--- src/rtl/tc_pkg.sv ---
// Shared constants and types for the tensor-core result drain path.
// Element width, tile geometry, the tile-row type and the drain FSM encoding.
package tc_pkg;

    localparam int ELEM_W   = 16;
    localparam int TILE_DIM = 4;
    localparam int ROW_W    = TILE_DIM * ELEM_W;

    typedef logic [ROW_W-1:0] tile_row_t;

    // EMPTY: nothing to present. STREAM: a tile row is on row_data.
    typedef enum logic {
        ST_EMPTY  = 1'b0,
        ST_STREAM = 1'b1
    } drain_state_t;

endpackage

--- src/rtl/tensorcore_result_drain_tile_fifo.sv ---
// Tile storage: writes one complete 4x4 tile per cycle, reads one packed row
// selected by tile pointer and row index. Contents are not reset.
module tile_fifo
    import tc_pkg::*;
#(
    parameter int DEPTH = 2,
    parameter int EW    = tc_pkg::ELEM_W
) (
    input  logic                               clk,
    input  logic                               i_wr_en,
    input  logic [$clog2(DEPTH)-1:0]           i_wr_ptr,
    input  logic [EW-1:0]                      i_wr_tile [TILE_DIM-1:0][TILE_DIM-1:0],
    input  logic [$clog2(DEPTH)-1:0]           i_rd_ptr,
    input  logic [1:0]                         i_rd_row,
    output logic [TILE_DIM*EW-1:0]             o_rd_data
);

    localparam int RW = TILE_DIM * EW;

    logic [RW-1:0] r_mem [DEPTH][TILE_DIM];

    // Element [row][k] lands in bits [EW*k +: EW] of the stored row.
    always_ff @(posedge clk) begin
        if (i_wr_en) begin
            for (int r = 0; r < TILE_DIM; r++) begin
                for (int c = 0; c < TILE_DIM; c++) begin
                    r_mem[i_wr_ptr][r][c*EW +: EW] <= i_wr_tile[r][c];
                end
            end
        end
    end

    assign o_rd_data = r_mem[i_rd_ptr][i_rd_row];

endmodule

--- src/rtl/tensorcore_result_drain.sv ---
// Buffers 4x4 result tiles from the matrix unit (no upstream backpressure) and
// drains them row by row over a valid/ready stream, flagging dropped tiles.
module tensorcore_result_drain
    import tc_pkg::*;
#(
    parameter int DEPTH  = 2,
    parameter int ELEM_W = tc_pkg::ELEM_W
) (
    input  logic                         clk,
    input  logic                         rst,
    input  logic                         in_valid,
    input  logic [ELEM_W-1:0]            d_in [3:0][3:0],
    output logic [4*ELEM_W-1:0]          row_data,
    output logic                         row_valid,
    input  logic                         row_ready,
    output logic [1:0]                   row_idx,
    output logic                         row_last,
    output logic                         overflow,
    input  logic                         clr_overflow,
    output logic [$clog2(DEPTH):0]       tiles_pending,
    output logic                         dbg_state
);

    // Stream handshake: a beat moves on a cycle where row_valid && row_ready;
    // while row_valid is high and row_ready is low, row_data/row_idx/row_last hold.

    localparam int PTR_W = $clog2(DEPTH);
    localparam int CNT_W = PTR_W + 1;
    localparam logic [CNT_W-1:0] FULL_CNT = CNT_W'(DEPTH);

    drain_state_t       r_state, w_state_nxt;
    logic [PTR_W-1:0]   r_wr_ptr, w_wr_ptr_nxt;
    logic [PTR_W-1:0]   r_rd_ptr, w_rd_ptr_nxt;
    logic [1:0]         r_row, w_row_nxt;
    logic [CNT_W-1:0]   r_pending, w_pending_nxt;
    logic               r_overflow, w_overflow_nxt;

    logic               w_accept;
    logic               w_last_acc;
    logic               w_capture;
    logic               w_drop;
    logic [4*ELEM_W-1:0] w_rd_data;

    always_ff @(posedge clk) begin
        if (rst) begin
            r_state    <= ST_EMPTY;
            r_wr_ptr   <= '0;
            r_rd_ptr   <= '0;
            r_row      <= '0;
            r_pending  <= '0;
            r_overflow <= 1'b0;
        end else begin
            r_state    <= w_state_nxt;
            r_wr_ptr   <= w_wr_ptr_nxt;
            r_rd_ptr   <= w_rd_ptr_nxt;
            r_row      <= w_row_nxt;
            r_pending  <= w_pending_nxt;
            r_overflow <= w_overflow_nxt;
        end
    end

    always_comb begin
        w_state_nxt    = r_state;
        w_wr_ptr_nxt   = r_wr_ptr;
        w_rd_ptr_nxt   = r_rd_ptr;
        w_row_nxt      = r_row;
        w_pending_nxt  = r_pending;
        w_overflow_nxt = r_overflow;

        w_accept   = (r_state == ST_STREAM) && row_ready;
        w_last_acc = w_accept && (r_row == 2'd3);
        // Freeing the slot on the row-3 beat makes room for a same-cycle capture.
        w_capture  = in_valid && ((r_pending < FULL_CNT) || w_last_acc);
        w_drop     = in_valid && !w_capture;

        if (w_accept) begin
            w_row_nxt = r_row + 2'd1;
        end
        if (w_last_acc) begin
            w_rd_ptr_nxt = r_rd_ptr + PTR_W'(1);
        end
        if (w_capture) begin
            w_wr_ptr_nxt = r_wr_ptr + PTR_W'(1);
        end

        case ({w_capture, w_last_acc})
            2'b10:   w_pending_nxt = r_pending + CNT_W'(1);
            2'b01:   w_pending_nxt = r_pending - CNT_W'(1);
            default: w_pending_nxt = r_pending;
        endcase

        // A new drop wins over a same-cycle clear.
        w_overflow_nxt = w_drop || (r_overflow && !clr_overflow);

        case (r_state)
            ST_EMPTY: begin
                if (w_capture) begin
                    w_state_nxt = ST_STREAM;
                end
            end
            ST_STREAM: begin
                if (w_last_acc && (r_pending == CNT_W'(1)) && !w_capture) begin
                    w_state_nxt = ST_EMPTY;
                end
            end
            default: w_state_nxt = ST_EMPTY;
        endcase
    end

    tile_fifo #(
        .DEPTH (DEPTH),
        .EW    (ELEM_W)
    ) u_tile_fifo (
        .clk       (clk),
        .i_wr_en   (w_capture),
        .i_wr_ptr  (r_wr_ptr),
        .i_wr_tile (d_in),
        .i_rd_ptr  (r_rd_ptr),
        .i_rd_row  (r_row),
        .o_rd_data (w_rd_data)
    );

    assign row_valid     = (r_state == ST_STREAM);
    assign row_data      = row_valid ? w_rd_data : '0;
    assign row_idx       = r_row;
    assign row_last      = row_valid && (r_row == 2'd3);
    assign overflow      = r_overflow;
    assign tiles_pending = r_pending;
    assign dbg_state     = r_state;

endmodule

--- config.mk ---
export PLATFORM = sky130hd
export DESIGN_NAME = tensorcore_result_drain
export DESIGN_NICKNAME = d
export VERILOG_FILES = /design/src/rtl/tc_pkg.sv /design/src/rtl/tensorcore_result_drain_tile_fifo.sv /design/src/rtl/tensorcore_result_drain.sv
export SDC_FILE = /design/constraint.sdc
export NUM_CORES = 1
export LEC_CHECK = 0
export CAP_MARGIN = 20
export CORE_MARGIN = 2
export CORE_UTILIZATION = 35
export CTS_CLUSTER_DIAMETER = 100
export DETAILED_ROUTE_END_ITERATION = 10
export HOLD_SLACK_MARGIN = 0.05
export SYNTH_ARGS = -nofsm -noshare
export SYNTH_HDL_FRONTEND = slang
export SYNTH_SLANG_ARGS = --single-unit
--- constraint.sdc ---
create_clock -name clk -period 15.9 [get_ports clk]
set_input_delay 2.385 -clock clk [delete_from_list [all_inputs] [get_ports clk]]
set_output_delay 2.385 -clock clk [all_outputs]
set_load 0.03 [all_outputs]
==> metrics.txt <==
worst vdd ir 81.2 µV; startpoint types flip-flop; core area 0.0566 mm²; Fin. Hold Viols 0; net load switching power 0.731 mW; I/O pins ~330; Global Route Usage Sum 0.153; clk slew on worst S/H paths 0.06 ns; Yosys top cell area share 0.764; row count 87; Port-buffer cells 332; synth unique cells 29; antenna violations before repair 5; Initial Util 0.355; WP data arrival 4.29 ns; prevailing post-synth register cell edfxtp_1; dpl cell area between 0.02 and 0.025 mm²; max-cap violations 0; Setup TNS Final 0 ns; Post-CTS Hold Buffers 0; Clock Path Buffers 3; Max Clock Skew 0.0190 ns; cell taking the most area after synthesis edfxtp_1; Post-synth ARST share 0; slew margin rel. 0.257; clock power share 0.398; internal power 2.61 mW; leak pwr 8.55 nW; top post-synthesis cells by area edfxtp_1 (76%), mux4_2 (7.2%), mux2_2 (6.9%); total gr overflow 0; synth cell count leaders edfxtp_1 (512), mux2_2 (123), a21oi_1 (66), mux4_2 (64), o221ai_1 (64); DR pass1 iterations 5; vias in the first global route 11200; post-CTS resize count 0; synthesized area per cell 20.1 µm²; post-synthesis sequential area ratio 0.773; worst reg-to-reg path cell count 9; Setup CP Type reg -> out; largest net degree at the start of global routing 77; first-pass GRT wire length 68600 µm; Combinational Power Share 0.101; H-Tree Depth 2; unrepaired setup endpoints after global routing false; total CTS buffers 55; via-per-instance ratio 4.88; Final Setup Violations 0; hpwl dp 27900 µm; nets@finish 1607; post-CTS setup buffer count 0; drt total wl around 46000 µm; sw frac 0.219; number of synthesized flops with an enable pin 512; Root Buffer clkbuf_16; Tightest Pin Transition 1.11 ns; Mapped Area between 0.02 and 0.025 mm²; min cycle time layout 6.68 ns; share of power burned in registers 0.501; worst hold path class reg -> reg; Via Count 10500; post-route cell area 0.0261 mm²; wire per inst 21.6 µm; worst path required time 13.52 ns; ANT nets after route 0; CP Max Fanout 58; crit share post-route 0.420; worst reg2reg path startpoint row_idx[0]; gp weighted congestion 0.739; CTS sink cnt 521; Clock Latency Late Sink approximately 0.59 ns; Post-route DRC 0; Power Density around 130 mW/mm²; critical path capture point type primary output; CTS tree built; Pins Over Slew Limit 0; die area between 0.05 and 0.06 mm²; YS warnings 0; Synth-to-Final Area Change 29.8%; share of layout cells above drive strength 1 0.220; chip width 244 µm; status complete, no violations; top-count cell post-synth edfxtp_1; die height 244 µm; syn_nets 1264; #FFs+latches synth 521; hold path start overflow; Hold Crit Depth 2; fmax 150 MHz; number of DRC markers in iteration 0 around 660; post-synthesis cell count 1000
-- metrics by stage --
stage	total power, mW	utilization	cells	hold slack (ns)	setup slack [ns]
5_1_grt	3.46	0.461	2148	0.574	8.87
3_3_place_gp	2.04	0.427	2041	0.500	9.34
4_1_cts	3.38	0.460	2143	0.533	9.05
2_1_floorplan	1.91	-	1000	0.481	1.60
6_report	3.34	0.461	2149	0.512	9.22
3_5_place_dp	2.04	0.427	2041	0.518	9.31
-- critical path: stages (launching register included) --
cell             delay (ns)
dfxtp_4                0.66
buf_4                  0.69
buf_4                  0.84
mux2_2                 0.42
o221ai_1               0.28
a21oi_1                0.09
clkdlybuf4s50_1        0.66
-- worst paths after layout --
path / end / slack (ns)
worst max-delay path: row_data[22] / 9.22
worst min-delay path: overflow / 0.51
worst max register to register: u_tile_fifo.r_mem[0][232] / 10.57
worst min register to register: overflow / 0.51
-- flip-flops by register name, summed over array words and instances (netlist names), named ones only --
| register | flops |
|---|---|
| dbg_state | 1 |
| overflow | 1 |
| tiles_pending | 2 |
| row_idx | 2 |
| u_tile_fifo.r_mem | 512 |
| r_wr_ptr | 1 |
| r_rd_ptr | 1 |
-- cell type report --
cell class                 instances  area (µm²)
multi-input combinational        351        3990
timing repair buffer             345        3440
fill                            4868       30500
inverter                          69         259
tap                              756         946
sequential                       521       15600
antenna                            5        12.5
clock buffer                      66        1460
clock inverter                    36         428
-- cells by family after synthesis --
family | count (synthesis) | share of synthesized area
DFF | 521 | 0.773
muxes | 194 | 0.144
adders and majority gates | 3 | 0.00187
xor gates and xnor gates | 4 | 0.00174
AOI/OAI and AO/OA | 133 | 0.0453
and+or+nand+nor | 17 | 0.00392
buffers and inverters | 128 | 0.0295
-- cell usage in the layout (no fill, tap or decap), drive strengths merged, types with 2 or more instances in the layout --
cell,n
edfxtp,512
clkdlybuf4s50,332
mux2,129
inv,69
a21oi,66
clkbuf,66
mux4,64
o221ai,64
clkinv,24
buf,13
bufinv,10
dfxtp,9
nor2,8
diode,5
ha,3
nand3,2
xor2,2
nand2,2
xnor2,2
clkinvlp,2
and2,2
-- per-layer routing --
layer	vias up	routed length, µm	GRT usage
li1	4750	-	-
met1	5413	19300	0.195
met2	262	24000	0.263
met3	66	2060	0.0293
met4	0	956	0.0477
met5	-	0	0
-- power groups by stage --
| stage | Sequential (mW) | Combinational [mW] | Clock, mW |
|---|---|---|---|
| finish | 1.67 | 0.339 | 1.33 |
| global route | 1.68 | 0.365 | 1.41 |
| CTS | 1.67 | 0.345 | 1.36 |
| detailed placement | 1.70 | 0.343 | 0 |
| global placement | 1.70 | 0.340 | 0 |
| floorplan | 1.73 | 0.179 | 0 |
No activity file was read; power rests on OpenSTA's default activity.
